==> src/rtl/alu_share_arb.sv <==
// Shares one combinational ALU between two requesters: round-robin grant in IDLE,
// one EXEC cycle driven from registered operands, then a held response until consumed.
module alu_share_arb (
  input  logic        clk,
  input  logic        rst_n,
  input  logic        req0_valid,
  output logic        req0_ready,
  input  logic [4:0]  req0_ctr,
  input  logic [31:0] req0_a,
  input  logic [31:0] req0_b,
  input  logic [4:0]  req0_shamt,
  input  logic        req1_valid,
  output logic        req1_ready,
  input  logic [4:0]  req1_ctr,
  input  logic [31:0] req1_a,
  input  logic [31:0] req1_b,
  input  logic [4:0]  req1_shamt,
  output logic [4:0]  alu_ctr,
  output logic [31:0] alu_a,
  output logic [31:0] alu_b,
  output logic [4:0]  alu_shamt,
  input  logic [31:0] alu_result,
  input  logic        alu_zero,
  input  logic        alu_overflow,
  output logic        resp_valid,
  input  logic        resp_ready,
  output logic        resp_id,
  output logic [31:0] resp_result,
  output logic        resp_zero,
  output logic        resp_ovf,
  output logic        resp_err
);

  typedef enum logic [1:0] {IDLE, EXEC, RESP} state_t;

  state_t      state;
  logic        prio;
  logic        op_id;
  logic [4:0]  op_ctr;
  logic [31:0] op_a;
  logic [31:0] op_b;
  logic [4:0]  op_shamt;
  logic        grant_any;
  logic        grant_id;
  logic        op_unsup;

  // Grant is combinational so a requester sees ready in the same IDLE cycle;
  // held off while reset is asserted.
  always_comb begin
    grant_any = rst_n && (state == IDLE) && (req0_valid || req1_valid);
    grant_id  = (req0_valid && req1_valid) ? prio : req1_valid;
  end

  assign req0_ready = grant_any && !grant_id;
  assign req1_ready = grant_any && grant_id;

  assign op_unsup = (op_ctr == 5'b01010) || (op_ctr == 5'b01011) || (op_ctr > 5'b10000);

  assign alu_ctr   = op_ctr;
  assign alu_a     = op_a;
  assign alu_b     = op_b;
  assign alu_shamt = op_shamt;

  always_ff @(posedge clk or negedge rst_n) begin
    if (!rst_n) begin
      state       <= IDLE;
      prio        <= 1'b0;
      op_id       <= 1'b0;
      op_ctr      <= '0;
      op_a        <= '0;
      op_b        <= '0;
      op_shamt    <= '0;
      resp_valid  <= 1'b0;
      resp_id     <= 1'b0;
      resp_result <= '0;
      resp_zero   <= 1'b0;
      resp_ovf    <= 1'b0;
      resp_err    <= 1'b0;
    end else begin
      case (state)
        IDLE: begin
          if (grant_any) begin
            op_ctr   <= grant_id ? req1_ctr   : req0_ctr;
            op_a     <= grant_id ? req1_a     : req0_a;
            op_b     <= grant_id ? req1_b     : req0_b;
            op_shamt <= grant_id ? req1_shamt : req0_shamt;
            op_id    <= grant_id;
            prio     <= ~grant_id;
            state    <= EXEC;
          end
        end
        EXEC: begin
          resp_valid <= 1'b1;
          resp_id    <= op_id;
          // Unsupported codes report a clean zero result instead of whatever the ALU produced.
          if (op_unsup) begin
            resp_result <= '0;
            resp_zero   <= 1'b1;
            resp_ovf    <= 1'b0;
            resp_err    <= 1'b1;
          end else begin
            resp_result <= alu_result;
            resp_zero   <= alu_zero;
            resp_ovf    <= alu_overflow;
            resp_err    <= 1'b0;
          end
          state <= RESP;
        end
        RESP: begin
          if (resp_ready) begin
            resp_valid <= 1'b0;
            state      <= IDLE;
          end
        end
        default: state <= IDLE;
      endcase
    end
  end

endmodule

==> config.mk <==
export PLATFORM = sky130hd
export DESIGN_NAME = alu_share_arb
export DESIGN_NICKNAME = d
export VERILOG_FILES = /design/src/rtl/alu_share_arb.sv
export SDC_FILE = /design/constraint.sdc
export NUM_CORES = 1
export LEC_CHECK = 0
export CAP_MARGIN = 20
export CORE_ASPECT_RATIO = 2
export CORE_UTILIZATION = 30
export CTS_CLUSTER_DIAMETER = 40
export DETAILED_ROUTE_END_ITERATION = 16
export PLACE_DENSITY = 0.72
export SLEW_MARGIN = 20
export SYNTH_ARGS = -nofsm -noshare
export SYNTH_HDL_FRONTEND = slang
export SYNTH_SLANG_ARGS = --single-unit
==> constraint.sdc <==
create_clock -name clk -period 2 [get_ports clk]
set_clock_uncertainty 0.05 [all_clocks]
set_input_delay 0.4 -clock clk [delete_from_list [all_inputs] [get_ports clk]]
set_output_delay 0.4 -clock clk [all_outputs]
set_load 0.03 [all_outputs]
==> results.sh, run 1 <==
export IMPL_swShare=0.3830
export IMPL_die_area_sq_um=16760
export IMPL_status="completed"
export IMPL_drive_gt1_frac=0.09545
export IMPL_area_growth_pct=80.06
export IMPL_core_area_sq_um=15780
export IMPL_wl_per_cell_um=20.26
export IMPL_p_per_area_nw_per_um2=1561
export IMPL_tightest_slew_ns=0.6144
export IMPL_drv_cap=0
export IMPL_ys_seq_area_frac=0.5917
export IMPL_ant_nets=0
export IMPL_place_congestion=0.7913
export IMPL_r2r_start="state[0]"
export IMPL_internal_power_mw=8.433
export IMPL_p_clk_frac=0.226
export IMPL_rsz0062_at_grt="no"
export IMPL_clkTransAtPathRegs_ns=0.06
export IMPL_fillCellCount=1373
export IMPL_finalWirelength_um=17870
export IMPL_critPathMaxFanout=4
export IMPL_yosys_area_share_simple=0.02007
export IMPL_path_class="flop to primary output"
export IMPL_drtPass1Iterations=4
export IMPL_clk_latency_ns=0.40
export IMPL_vias_per_cell=5.248
export IMPL_muxShareOfSynthArea=0
export IMPL_utilization=0.5550
export IMPL_syn_inst=368
export IMPL_clock_sinks=115
export IMPL_power_switching_mw=5.234
export IMPL_grt_pass1_wl_um=27230
export IMPL_synth_top_family_by_area="compound AO/OA/AOI/OAI gates"
export IMPL_worst_setup_path_end_kind="primary output"
export IMPL_min_period_ns=1.955
export IMPL_final_cell_mix="clkdlybuf4s50_1 (294), dfrtp_1 (113), a221o_1 (74)"
export IMPL_synthXorXnorAreaFrac=0
export IMPL_grt_max_degree=116
export IMPL_first_global_vias=4940
export IMPL_dpl_cell_area_sq_um=8074
export IMPL_r2r_end="alu_b[14]"
export IMPL_syn_area_per_cell_sq_um=13.22
export IMPL_stdcell_area_sq_um=8757
export IMPL_hold_path_class="input pin to asynchronous set/reset pin"
export IMPL_setup_tns_ns=0
export IMPL_diodes=0
export IMPL_critPathRequiredTime_ns=1.55
export IMPL_synth_seq_cells=115
export IMPL_slowest_delay_ns=0.72
export IMPL_pin_count=300
export IMPL_reg2reg_depth=7
export IMPL_post_dp_hpwl_um=12940
export IMPL_crit_family="buffers and inverters"
export IMPL_fp_dieH_um=182.1
export IMPL_final_common_cell="clkdlybuf4s50_1"
export IMPL_num_vias=4629
export IMPL_finalSetupViolations=0
export IMPL_power_frac_comb=0.483
export IMPL_relSlewSlack=0.5904
export IMPL_critPathArrivalTime_ns=1.50
export IMPL_fp_dieW_um=92.03
export IMPL_rows=65
export IMPL_cp_slowest_cell="clkdlybuf4s50_1"
export IMPL_finalHoldViolations=0
export IMPL_crit_chain="clkdlybuf4s50_1"
export IMPL_ys_warn_count=0
export IMPL_drt_initial_drc_count=166
export IMPL_initial_core_util=0.3082
export IMPL_cp_start_kind="flop"
export IMPL_drcViolationCount=0
export IMPL_synth_compound_area_frac=0.3370
export IMPL_fmax_mhz=511.5
export IMPL_power_leakage_nw=3.685
export IMPL_grt_util_all_layers=0.2112
export IMPL_clock_path_buffers=2
export IMPL_finalCritPeriodShare=0.9774
export IMPL_syn_cell_area_sq_um=4863
export IMPL_cts_htree_levels=4
export IMPL_seq_power_share=0.291
export IMPL_peakVddDrop_v=0.0006252
export IMPL_synthAdderAreaFrac=0
export IMPL_worst_path_buf_inv=1
export IMPL_port_buffers=299
export IMPL_synth_nets=555
export IMPL_globalRouteOverflowTotal=0
export IMPL_antenna_found_initial=0
export IMPL_clockRootBuffer="clkbuf_16"
export IMPL_tritoncts="built"
export IMPL_numCtsBuffers=17
export IMPL_rrSetupSlack_ns=0.13
export IMPL_yosysUniqueCellTypes=22
export IMPL_drv_slew=0
export IMPL_fin_nets=855
[state kept, by name, summed over array words and instances, names as in the netlist, 2 cells and up]
name,cells
alu_a,32
alu_b,32
resp_result,32
alu_ctr,5
alu_shamt,5
state,2
[stage by stage]
| stage | std cells | total power [mW] | worst slack [ns] | hold WS [ns] |
|---|---|---|---|---|
| detailed placement | 843 | 10.57 | 0.01195 | 0.4364 |
| global route | 882 | 14.28 | 0.0008528 | 0.1404 |
| finish | 882 | 13.67 | 0.04513 | 0.08796 |
| floorplan | 368 | 7.515 | 0.3632 | 0.05441 |
| CTS | 881 | 13.81 | 0.008340 | 0.1184 |
| global placement | 843 | 10.41 | 0.04638 | 0.4157 |
[metal layers]
layer	global-route usage	up-vias	wire length, um
li1	-	2060	-
met1	0.2283	2291	6482
met2	0.3848	238	9621
met3	0.04375	40	1067
met4	0.1019	0	694
met5	0	-	0
[kinds of logic after synthesis]
group           count (synthesis)
buf+inv                        45
compound gates                189
simple gates                   19
flops                         115
[worst max-delay path by stage]
stage / to / depth (start not counted) / start
2_1_floorplan: req0_ready / 4 / state[0]
3_3_place_gp: alu_b[13] / 5 / req1_valid
3_5_place_dp: alu_b[30] / 5 / req1_valid
4_1_cts: req0_ready / 3 / state[1]
5_1_grt: alu_ctr[4] / 1 / alu_ctr[4]
6_report: alu_ctr[4] / 1 / alu_ctr[4]
[repair_timing]
| action | CTS | global route |
|---|---|---|
| setup endpoints to repair | 2 | 4 |
| hold buffers | 0 | 0 |
| gates resized for setup | 5 | 3 |
| buffers inserted | 6 | 1 |
| pin swaps | 3 | 3 |
[synthesized netlist by cell type]
library cell    n  area share
a21boi_0       68        0.10
a21boi_1        6      0.0093
a21o_1          2      0.0031
a21oi_1         3      0.0031
a221o_1        74        0.15
a22o_1         33       0.059
and3_1          2      0.0026
buf_2          19       0.020
buf_4           5      0.0077
buf_6           5       0.012
clkbuf_1       13       0.010
dfrtp_1       115        0.59
inv_1           3      0.0023
nand2_1         8      0.0062
nand2b_1        3      0.0039
nor2_1          3      0.0023
nor2b_1         1      0.0013
nor3b_2         1      0.0026
o2111a_1        1      0.0023
o21ai_0         1      0.0010
o31ai_1         1      0.0015
or2_2           1      0.0013
[power by group through the flow]
stage               Sequential [mW]  Clock [mW]  Combinational [mW]
CTS                            3.97        3.18                6.66
global placement               3.95           0                6.46
finish                         3.97        3.09                6.60
global route                   4.09        3.28                6.91
detailed placement             3.98           0                6.59
floorplan                      5.86           0                1.66
[final cells by class]
cell class	count	area, sq um	share of cell area
clock inverter	15	182.7	0.02086
inverter	3	11.26	0.001286
timing repair buffer	323	3253	0.3715
sequential	115	2880	0.3289
multi-input combinational	208	1753	0.2002
clock buffer	17	425.4	0.04858
tap	201	251.5	0.02872
Note: power is estimated with default switching activity, not from simulation.
==> run 2: changes to the inputs <==
Settings changed: CELL_PAD_IN_SITES_DETAIL_PLACEMENT set to 0, CELL_PAD_IN_SITES_GLOBAL_PLACEMENT set to 1, CORE_UTILIZATION 30 to 28, PLACE_DENSITY 0.72 to 0.87.
==> results.sh, run 2 (synthesis results as in run 1) <==
export IMPL_status="completed"
export IMPL_fmax_mhz=515.2
export IMPL_seq_power_share=0.288
export IMPL_grt_pass1_wl_um=26620
export IMPL_tritoncts="built"
export IMPL_cp_slowest_cell="dfrtp_1"
export IMPL_fp_dieW_um=95.19
export IMPL_worst_setup_path_end_kind="primary output"
export IMPL_core_area_sq_um=16850
export IMPL_critPathArrivalTime_ns=1.49
export IMPL_drv_cap=0
export IMPL_num_vias=4572
export IMPL_die_area_sq_um=17930
export IMPL_rsz0062_at_grt="yes"
export IMPL_swShare=0.3778
export IMPL_hold_path_class="input pin to asynchronous set/reset pin"
export IMPL_fin_nets=852
export IMPL_crit_chain="nor3b_4 -> and3_4 -> buf_6"
export IMPL_clockRootBuffer="clkbuf_16"
export IMPL_critPathMaxFanout=4
export IMPL_drt_initial_drc_count=121
export IMPL_initial_core_util=0.2886
export IMPL_grt_util_all_layers=0.1973
export IMPL_dpl_cell_count=846
export IMPL_finalWirelength_um=17420
export IMPL_clkTransAtPathRegs_ns=0.06
export IMPL_clk_latency_ns=0.41
export IMPL_drive_gt1_frac=0.08997
export IMPL_numCtsBuffers=17
export IMPL_p_per_area_nw_per_um2=1554
export IMPL_fp_dieH_um=188.4
export IMPL_relSlewSlack=0.5737
export IMPL_power_frac_comb=0.481
export IMPL_first_global_vias=5003
export IMPL_antenna_found_initial=0
export IMPL_multi_input_area_sq_um=1753
export IMPL_power_switching_mw=5.163
export IMPL_port_buffers=299
export IMPL_dpl_cell_area_sq_um=8097
export IMPL_p_clk_frac=0.231
export IMPL_wl_per_cell_um=19.69
export IMPL_finalCritPeriodShare=0.9705
export IMPL_stdcell_count=885
export IMPL_regArea_sq_um=2879
export IMPL_tightest_slew_ns=0.6394
export IMPL_stdcell_area_sq_um=8792
export IMPL_total_power_mw=13.67
export IMPL_finalHoldViolations=0
export IMPL_final_cell_mix="clkdlybuf4s50_1 (291), dfrtp_1 (114), a221o_1 (74)"
export IMPL_post_dp_hpwl_um=12540
export IMPL_drcViolationCount=0
export IMPL_area_growth_pct=80.78
export IMPL_power_leakage_nw=3.695
export IMPL_drtPass1Iterations=4
export IMPL_internal_power_mw=8.503
export IMPL_critPathRequiredTime_ns=1.55
export IMPL_fillCellCount=1476
export IMPL_clock_path_buffers=2
export IMPL_diodes=0
export IMPL_drv_slew=0
export IMPL_path_class="flop to primary output"
export IMPL_hold_buffers=0
export IMPL_min_period_ns=1.941
export IMPL_finalSetupViolations=0
export IMPL_cp_start_kind="flop"
export IMPL_vias_per_cell=5.166
export IMPL_cts_htree_levels=4
export IMPL_grt_max_degree=116
export IMPL_ant_nets=0
export IMPL_clock_sinks=115
export IMPL_peakVddDrop_v=0.0007218
export IMPL_place_congestion=0.7749
export IMPL_globalRouteOverflowTotal=0
export IMPL_rows=67
export IMPL_slowest_delay_ns=0.40
export IMPL_pin_count=300
export IMPL_final_common_cell="clkdlybuf4s50_1"
-- run 2: changes by cell type in the layout (fill, tap and decap cells not counted), sizes merged --
cell / previous run / this run
dlymetal6s2s: 2 / 3
clkdlybuf4s50: 294 / 291
dlygate4sd2: 0 / 2
clkinvlp: 1 / 5
inv: 5 / 3
clkinv: 9 / 4
buf: 27 / 24
clkbuf: 17 / 20
-- run 2: metrics by stage --
| step | hold slack, ns | worst slack [ns] | TNS [ns] | utilization |
|---|---|---|---|---|
| 3_3_place_gp | 0.4193 | 0.05501 | 0 | 0.4805 |
| 6_report | 0.07274 | 0.05907 | 0 | 0.5218 |
| 5_1_grt | 0.1353 | -0.02625 | -0.05233 | 0.5218 |
| 4_1_cts | 0.1228 | 0.0008452 | 0 | 0.5209 |
| 2_1_floorplan | 0.05441 | 0.3632 | 0 | - |
| 3_5_place_dp | 0.4203 | 0.04945 | 0 | 0.4805 |
-- run 2: critical path: cells and delay by family, from the launching register on --
family / cells / cell delay (ns)
simple gates: 2 / 0.55
flops: 1 / 0.40
buf+inv: 1 / 0.13
-- run 2: worst paths after layout --
check	startpoint	end	slack (ns)	cells past startpoint
max	state[0]	req0_ready	0.06	3
min	rst_n	alu_b[6]	0.07	2
max reg2reg	state[0]	alu_b[15]	0.21	5
min reg2reg	resp_id	resp_id	0.43	2
max in group asynchronous	rst_n	alu_a[6]	1.34	2
min in group clk	resp_id	resp_id	0.43	2
-- run 2: area by class of cell --
cell class,count,share of cell area
Clock buffer,20,0.05308
Clock inverter,12,0.01765
Inverter,3,0.001281
Multi-Input combinational cell,208,0.1994
Sequential cell,115,0.3275
Tap cell,207,0.02946
Timing Repair Buffer,320,0.3717
-- run 2: repair_timing --
| item | in CTS | in global routing |
|---|---|---|
| gates resized for setup | 7 | 3 |
| gates cloned | 0 | 0 |
| endpoints found under the setup margin | 4 | 5 |
| pin swaps | 3 | 2 |
| buffers inserted | 6 | 1 |
-- run 2: layer usage --
| metal | track usage | share of wire |
|---|---|---|
| met4 | 0.1235 | 0.055 |
| met3 | 0.04964 | 0.070 |
| met5 | 0 | 0 |
| met2 | 0.3349 | 0.52 |
| met1 | 0.2123 | 0.36 |
-- run 2: power by group through the flow --
stage          clock network, mW  registers [mW]  logic (mW)
2_1_floorplan                  0            5.86        1.66
3_3_place_gp                   0            3.93        6.46
3_5_place_dp                   0            3.95        6.58
4_1_cts                     3.24            3.95        6.64
5_1_grt                     3.34            4.06        6.93
6_report                    3.16            3.93        6.58
